===== config.mk =====
export PLATFORM = sky130hd
export DESIGN_NAME = branch_controller_flat
export DESIGN_NICKNAME = d
export VERILOG_FILES = /design/src/rtl/branch_controller_if.sv /design/src/rtl/branch_controller.sv /design/src/flat_wrapper.sv
export SDC_FILE = /design/constraint.sdc
export NUM_CORES = 1
export LEC_CHECK = 0
export CELL_PAD_IN_SITES_DETAIL_PLACEMENT = 0
export CELL_PAD_IN_SITES_GLOBAL_PLACEMENT = 1
export CORE_ASPECT_RATIO = 2
export CORE_MARGIN = 2
export CORE_UTILIZATION = 32
export CTS_CLUSTER_DIAMETER = 150
export CTS_CLUSTER_SIZE = 30
export DETAILED_ROUTE_END_ITERATION = 7
export PLACE_DENSITY_LB_ADDON = 0.1
export REMOVE_ABC_BUFFERS = 1
export SLEW_MARGIN = 5
export SYNTH_ARGS = -nofsm -noshare
export SYNTH_HDL_FRONTEND = slang
export SYNTH_SLANG_ARGS = --single-unit

===== constraint.sdc =====
create_clock -name Clk -period 4.2 [get_ports Clk]
set_clock_uncertainty 0.05 [all_clocks]
set_input_delay 0.63 -clock Clk [delete_from_list [all_inputs] [get_ports Clk]]
set_output_delay 0.63 -clock Clk [all_outputs]
set_load 0.05 [all_outputs]

===== src/rtl/branch_controller_if.sv =====
// Bundle between the ID-stage branch controller and the pipeline (comparator, forwarding, PC/IF-ID controls).
// Optional statistics signals appear when BRANCH_STATS_EN is defined.
interface branch_controller_if;
  logic        Valid_ID;
  logic [3:0]  BranchType;
  logic        OperandsReady;
  logic        Branch;
  logic [31:0] Target;
  logic        Stall;
  logic        Bubble;
  logic        PCSrc;
  logic [31:0] PCTarget;
  logic        Flush_IF_ID;
  logic        Resolved;
  logic        HazardErr;
`ifdef BRANCH_STATS_EN
  logic [15:0] TakenCount;
  logic [15:0] NotTakenCount;
  logic [15:0] StallCycles;

  modport master (
    output Valid_ID, BranchType, OperandsReady, Branch, Target,
    input  Stall, Bubble, PCSrc, PCTarget, Flush_IF_ID, Resolved, HazardErr,
    input  TakenCount, NotTakenCount, StallCycles
  );
  modport slave (
    input  Valid_ID, BranchType, OperandsReady, Branch, Target,
    output Stall, Bubble, PCSrc, PCTarget, Flush_IF_ID, Resolved, HazardErr,
    output TakenCount, NotTakenCount, StallCycles
  );
`else
  modport master (
    output Valid_ID, BranchType, OperandsReady, Branch, Target,
    input  Stall, Bubble, PCSrc, PCTarget, Flush_IF_ID, Resolved, HazardErr
  );
  modport slave (
    input  Valid_ID, BranchType, OperandsReady, Branch, Target,
    output Stall, Bubble, PCSrc, PCTarget, Flush_IF_ID, Resolved, HazardErr
  );
`endif
endinterface


===== src/rtl/branch_controller.sv =====
// ID-stage branch sequencing: waits for forwarded operands, stalls, and issues a one-cycle PC redirect/flush.
// Optional macro BRANCH_STATS_EN adds saturating taken/not-taken/stall-cycle counters.
module branch_controller #(
  parameter int unsigned MAX_WAIT = 4
) (
  input logic             Clk,
  input logic             Reset_n,
  branch_controller_if.slave bus
);

  localparam int unsigned TGT_W  = 32;
  localparam int unsigned CNT_W  = 4;
  localparam int unsigned STAT_W = 16;
  localparam logic [CNT_W-1:0] CNT_MAX = '1;

  localparam logic [3:0] BT_FIRST = 4'b0011;
  localparam logic [3:0] BT_JUMP  = 4'b1001;

  typedef enum logic [1:0] {
    S_IDLE     = 2'd0,
    S_WAIT_OPS = 2'd1,
    S_REDIRECT = 2'd2
  } state_e;

  state_e             state_q, state_d;
  logic [CNT_W-1:0]   wait_cnt_q, wait_cnt_d;
  logic               hazard_q, hazard_d;
  logic               pcsrc_q, pcsrc_d;
  logic               flush_q, flush_d;
  logic               resolved_q, resolved_d;
  logic [TGT_W-1:0]   target_q, target_d;

  logic               is_ct_c;
  logic               is_jump_c;
  logic               stall_c;
  logic               taken_c;
  logic               not_taken_c;

  // Control-transfer decode: codes 0011..1001 with a valid ID instruction.
  assign is_jump_c = (bus.BranchType == BT_JUMP);
  assign is_ct_c   = bus.Valid_ID && (bus.BranchType >= BT_FIRST) && (bus.BranchType <= BT_JUMP);

  always_ff @(posedge Clk or negedge Reset_n) begin
    if (!Reset_n) begin
      state_q    <= S_IDLE;
      wait_cnt_q <= '0;
      hazard_q   <= 1'b0;
      pcsrc_q    <= 1'b0;
      flush_q    <= 1'b0;
      resolved_q <= 1'b0;
      target_q   <= '0;
    end else begin
      state_q    <= state_d;
      wait_cnt_q <= wait_cnt_d;
      hazard_q   <= hazard_d;
      pcsrc_q    <= pcsrc_d;
      flush_q    <= flush_d;
      resolved_q <= resolved_d;
      target_q   <= target_d;
    end
  end

  always_comb begin
    state_d     = state_q;
    wait_cnt_d  = wait_cnt_q;
    hazard_d    = hazard_q;
    pcsrc_d     = 1'b0;
    flush_d     = 1'b0;
    resolved_d  = 1'b0;
    target_d    = '0;
    stall_c     = 1'b0;
    taken_c     = 1'b0;
    not_taken_c = 1'b0;

    unique case (state_q)
      S_IDLE: begin
        if (is_ct_c) begin
          if (is_jump_c) begin
            taken_c = 1'b1;
          end else if (bus.OperandsReady) begin
            taken_c     = bus.Branch;
            not_taken_c = !bus.Branch;
          end else begin
            stall_c    = 1'b1;
            wait_cnt_d = CNT_W'(1);
            state_d    = S_WAIT_OPS;
          end
        end
      end
      S_WAIT_OPS: begin
        // BranchType/Target are held by the IF/ID stall, so only readiness matters here.
        if (bus.OperandsReady) begin
          taken_c     = is_jump_c || bus.Branch;
          not_taken_c = !(is_jump_c || bus.Branch);
          wait_cnt_d  = '0;
          state_d     = S_IDLE;
        end else begin
          stall_c = 1'b1;
          if (wait_cnt_q != CNT_MAX) begin
            wait_cnt_d = wait_cnt_q + CNT_W'(1);
          end
        end
      end
      S_REDIRECT: begin
        // The ID instruction here is the wrong-path fetch being flushed.
        state_d = S_IDLE;
      end
      default: begin
        state_d    = S_IDLE;
        wait_cnt_d = '0;
      end
    endcase

    if (taken_c) begin
      state_d    = S_REDIRECT;
      pcsrc_d    = 1'b1;
      flush_d    = 1'b1;
      resolved_d = 1'b1;
      target_d   = bus.Target;
    end else if (not_taken_c) begin
      state_d    = S_IDLE;
      resolved_d = 1'b1;
    end

    if (stall_c && (32'(wait_cnt_d) >= 32'(MAX_WAIT))) begin
      hazard_d = 1'b1;
    end
  end

  // Stall is combinational; forced low while reset is asserted so every output reads 0.
  assign bus.Stall       = stall_c && Reset_n;
  assign bus.Bubble      = stall_c && Reset_n;
  assign bus.PCSrc       = pcsrc_q;
  assign bus.PCTarget    = target_q;
  assign bus.Flush_IF_ID = flush_q;
  assign bus.Resolved    = resolved_q;
  assign bus.HazardErr   = hazard_q;

`ifdef BRANCH_STATS_EN
  logic [STAT_W-1:0] taken_cnt_q;
  logic [STAT_W-1:0] nt_cnt_q;
  logic [STAT_W-1:0] stall_cnt_q;

  always_ff @(posedge Clk or negedge Reset_n) begin
    if (!Reset_n) begin
      taken_cnt_q <= '0;
      nt_cnt_q    <= '0;
      stall_cnt_q <= '0;
    end else begin
      if (taken_c && (taken_cnt_q != '1)) begin
        taken_cnt_q <= taken_cnt_q + STAT_W'(1);
      end
      if (not_taken_c && (nt_cnt_q != '1)) begin
        nt_cnt_q <= nt_cnt_q + STAT_W'(1);
      end
      if (stall_c && (stall_cnt_q != '1)) begin
        stall_cnt_q <= stall_cnt_q + STAT_W'(1);
      end
    end
  end

  assign bus.TakenCount    = taken_cnt_q;
  assign bus.NotTakenCount = nt_cnt_q;
  assign bus.StallCycles   = stall_cnt_q;
`endif

endmodule


===== src/flat_wrapper.sv =====
// flat-port wrapper written by rule: the top's interface ports become plain ports
module branch_controller_flat 
#(
  parameter int unsigned MAX_WAIT = 4
)
  (Clk, Reset_n, bus_Valid_ID, bus_BranchType, bus_OperandsReady, bus_Branch, bus_Target, bus_Stall, bus_Bubble, bus_PCSrc, bus_PCTarget, bus_Flush_IF_ID, bus_Resolved, bus_HazardErr);
  branch_controller_if bus_i ();
  input logic Clk;
  input logic Reset_n;
  input wire logic [$bits(bus_i.Valid_ID)-1:0] bus_Valid_ID;
  input wire logic [$bits(bus_i.BranchType)-1:0] bus_BranchType;
  input wire logic [$bits(bus_i.OperandsReady)-1:0] bus_OperandsReady;
  input wire logic [$bits(bus_i.Branch)-1:0] bus_Branch;
  input wire logic [$bits(bus_i.Target)-1:0] bus_Target;
  output wire logic [$bits(bus_i.Stall)-1:0] bus_Stall;
  output wire logic [$bits(bus_i.Bubble)-1:0] bus_Bubble;
  output wire logic [$bits(bus_i.PCSrc)-1:0] bus_PCSrc;
  output wire logic [$bits(bus_i.PCTarget)-1:0] bus_PCTarget;
  output wire logic [$bits(bus_i.Flush_IF_ID)-1:0] bus_Flush_IF_ID;
  output wire logic [$bits(bus_i.Resolved)-1:0] bus_Resolved;
  output wire logic [$bits(bus_i.HazardErr)-1:0] bus_HazardErr;
  assign bus_i.Valid_ID = bus_Valid_ID;
  assign bus_i.BranchType = bus_BranchType;
  assign bus_i.OperandsReady = bus_OperandsReady;
  assign bus_i.Branch = bus_Branch;
  assign bus_i.Target = bus_Target;
  assign bus_Stall = bus_i.Stall;
  assign bus_Bubble = bus_i.Bubble;
  assign bus_PCSrc = bus_i.PCSrc;
  assign bus_PCTarget = bus_i.PCTarget;
  assign bus_Flush_IF_ID = bus_i.Flush_IF_ID;
  assign bus_Resolved = bus_i.Resolved;
  assign bus_HazardErr = bus_i.HazardErr;
  branch_controller #(.MAX_WAIT(MAX_WAIT)) u_core (.Clk(Clk), .Reset_n(Reset_n), .bus(bus_i));
endmodule

==> impl_metrics.ini <==
[placed_design]
dp_worst_setup_slack_ps = 660
port_buffers = 78
dpl-instance-area_sq_um = 2390
gp_congestion = 0.643
dp_hpwl_um = 2790

[timing]
tightest_slew_ps = 527
hold_violations = 0
finalSetupViolCount = 0
holdWs_ps = 385
max_freq_ghz = 0.282
fin_ws_ps = 653
fin_crit_ps = 3550
finalSetupTns_ps = 0
slew_violations = 0
slew_headroom_pct = 64.8
rsz0062_at_grt = no
period_share_pct = 84.4

[global_routing]
grt_overflow = 0
grt_pass1_vias = 1242
antenna_found_initial = 0
grt_usage_pct = 14.5
grt_pass1_wl_um = 5730
grt_max_degree = 42

[worst_setup_path]
critPathMaxStageDelay_ps = 800
critPathSlowestCell = clkdlybuf4s50_1
path_class = in2out
r2r_end = u_core.bus.PCTarget[24]
path_cells = clkdlybuf4s50_1 > nor4b_1 > a22o_1 > nand2b_1 > and2_1 > clkdlybuf4s50_1
r2r_cells = 5
r2r-start = u_core.state_q[0]
cp-end-kind = output pin
start_kind = input port
path_max_fanout = 6
cp_num_buf_inv = 2
crit_top_cell = clkdlybuf4s50_1
path_delay_family = buffers and inverters
ff2ff_setup_slack_ps = 2570
critPathRequiredTime_ps = 3520
cp_num_cells = 6
cp.arrival_ps = 2870

[pwr]
peakVddDrop_v = 0.000267
power.density_nw_per_um2 = 339
leakage_nw = 1.10

[cells_and_area]
design_area_sq_um = 2470
synthToLayoutAreaGrowth_pct = 56.4
antenna_cells = 0
fill_cells = 452
layout-drive-gt1-share_pct = 6.86
fin_nets = 245

[synth]
async_flop_share_pct = 100
synth_most_common_cell = dfrtp_1
netlist_instances = 122
netlist_area_sq_um = 1580
synth_edf_count = 0
syn_avg_cell_area_sq_um = 13.0
ys_top_cells_by_area = dfrtp_1 (65%), and2_1 (13%), buf_6 (2.1%)
ys_dominant_reg_cell = dfrtp_1
synth-seq-area-share_pct = 64.9
synth.largest_area_cell = dfrtp_1
yosys_warnings = 0
ys_types = 31
synth-seq-cells = 41
synth_top_area_share_pct = 64.9
synthTopCellsByCount = dfrtp_1 (41), and2_1 (34), nand2_1 (6)

[clocking]
post_cts_resized = 0
path_clk_slew_ps = 70
hold_buffers = 0
postCtsSetupBuffers = 0
insertion_delay_ps = 280
clockBufferDepth = 2
h-tree-depth = 2
numCtsBuffers = 5
clockRootBuffer = clkbuf_8
clock-sinks = 41
cts_tree = built

[routing]
first_pass_iters = 4
drc = 0
wl_per_cell_um = 14.2
viasPerCell = 4.67
drt-initial-drc-count = 9
vias = 1218
drtAntennaViolNets = 0
drt_wl_total_um = 3700

[die]
die_w_um = 53.7
rows = 36
initial_core_util_pct = 32.8
die-area_sq_um = 5550
die_y_um = 103
io_pins = 79
core_sq_um = 4820

[outcome]
outcome = finished clean

[min_path]
min_path_type = in2async

[run]
maxCapViolCount = 0
## metrics by stage
step / cells / total power (W) / util (%)
6_report: 261 / 0.000837 / 51.3
5_1_grt: 261 / 0.000880 / 51.3
4_1_cts: 261 / 0.000854 / 51.3
3_5_place_dp: 253 / 0.000606 / 49.6
3_3_place_gp: 253 / 0.000601 / 49.6
2_1_floorplan: 116 / 0.000520 / -
## power by group
part,internal [W],switching (W)
sequential,0.000414,0.0000157
combinational,0.0000764,0.0000908
clock,0.000115,0.000125
## placed cells by master, fill, tap and decap left out, drive strengths merged, types with 3 or more instances in the layout
cell type / instances
buf: 3
clkdlybuf4s50: 77
dfrtp: 41
clkbuf: 6
nor4: 3
and2: 34
inv: 4
o21ai: 3
nand2: 6
## worst max path at each step
| stage | start | end | slack, ps |
|---|---|---|---|
| floorplan | bus_BranchType[3] | bus_Bubble | 1530 |
| global placement | bus_OperandsReady | bus_Bubble | 750 |
| detailed placement | bus_OperandsReady | bus_Bubble | 660 |
| CTS | bus_OperandsReady | bus_Bubble | 650 |
| global route | bus_OperandsReady | bus_Bubble | 470 |
| finish | bus_OperandsReady | bus_Bubble | 650 |
## cell type report
| class | count | area (sq um) | share of cell area (%) |
|---|---|---|---|
| inverters | 4 | 15.0 | 0.608 |
| clock inverters | 2 | 10.0 | 0.405 |
| repair buffers | 80 | 791 | 32.0 |
| multi-input cells | 71 | 485 | 19.6 |
| clock buffers | 6 | 72.6 | 2.94 |
| flip-flops and latches | 41 | 1030 | 41.5 |
| well taps | 57 | 71.3 | 2.89 |
## sequential cells by signal (all words and copies together) (netlist names)
name	flops
u_core.bus.PCTarget	32
u_core.wait_cnt_q	4
u_core.state_q	2
u_core.bus.HazardErr	1
u_core.bus.PCSrc	1
u_core.bus.Resolved	1
## cell families after synthesis
logic type                 count (synthesis)  share of synthesized area (%)
AOI/OAI and AO/OA                         15                           7.52
and+or+nand+nor                           55                           22.4
DFF                                       41                           64.9
buffers and inverters                     10                           4.35
adders and majority gates                  1                          0.792
## routing by layer
metal	part of all wire [%]	GRT usage, %
met1	33	14.0
met2	56	25.9
met3	9.4	5.32
met4	2.1	7.10
met5	0	0
Note: power is estimated with default switching activity, not from simulation.
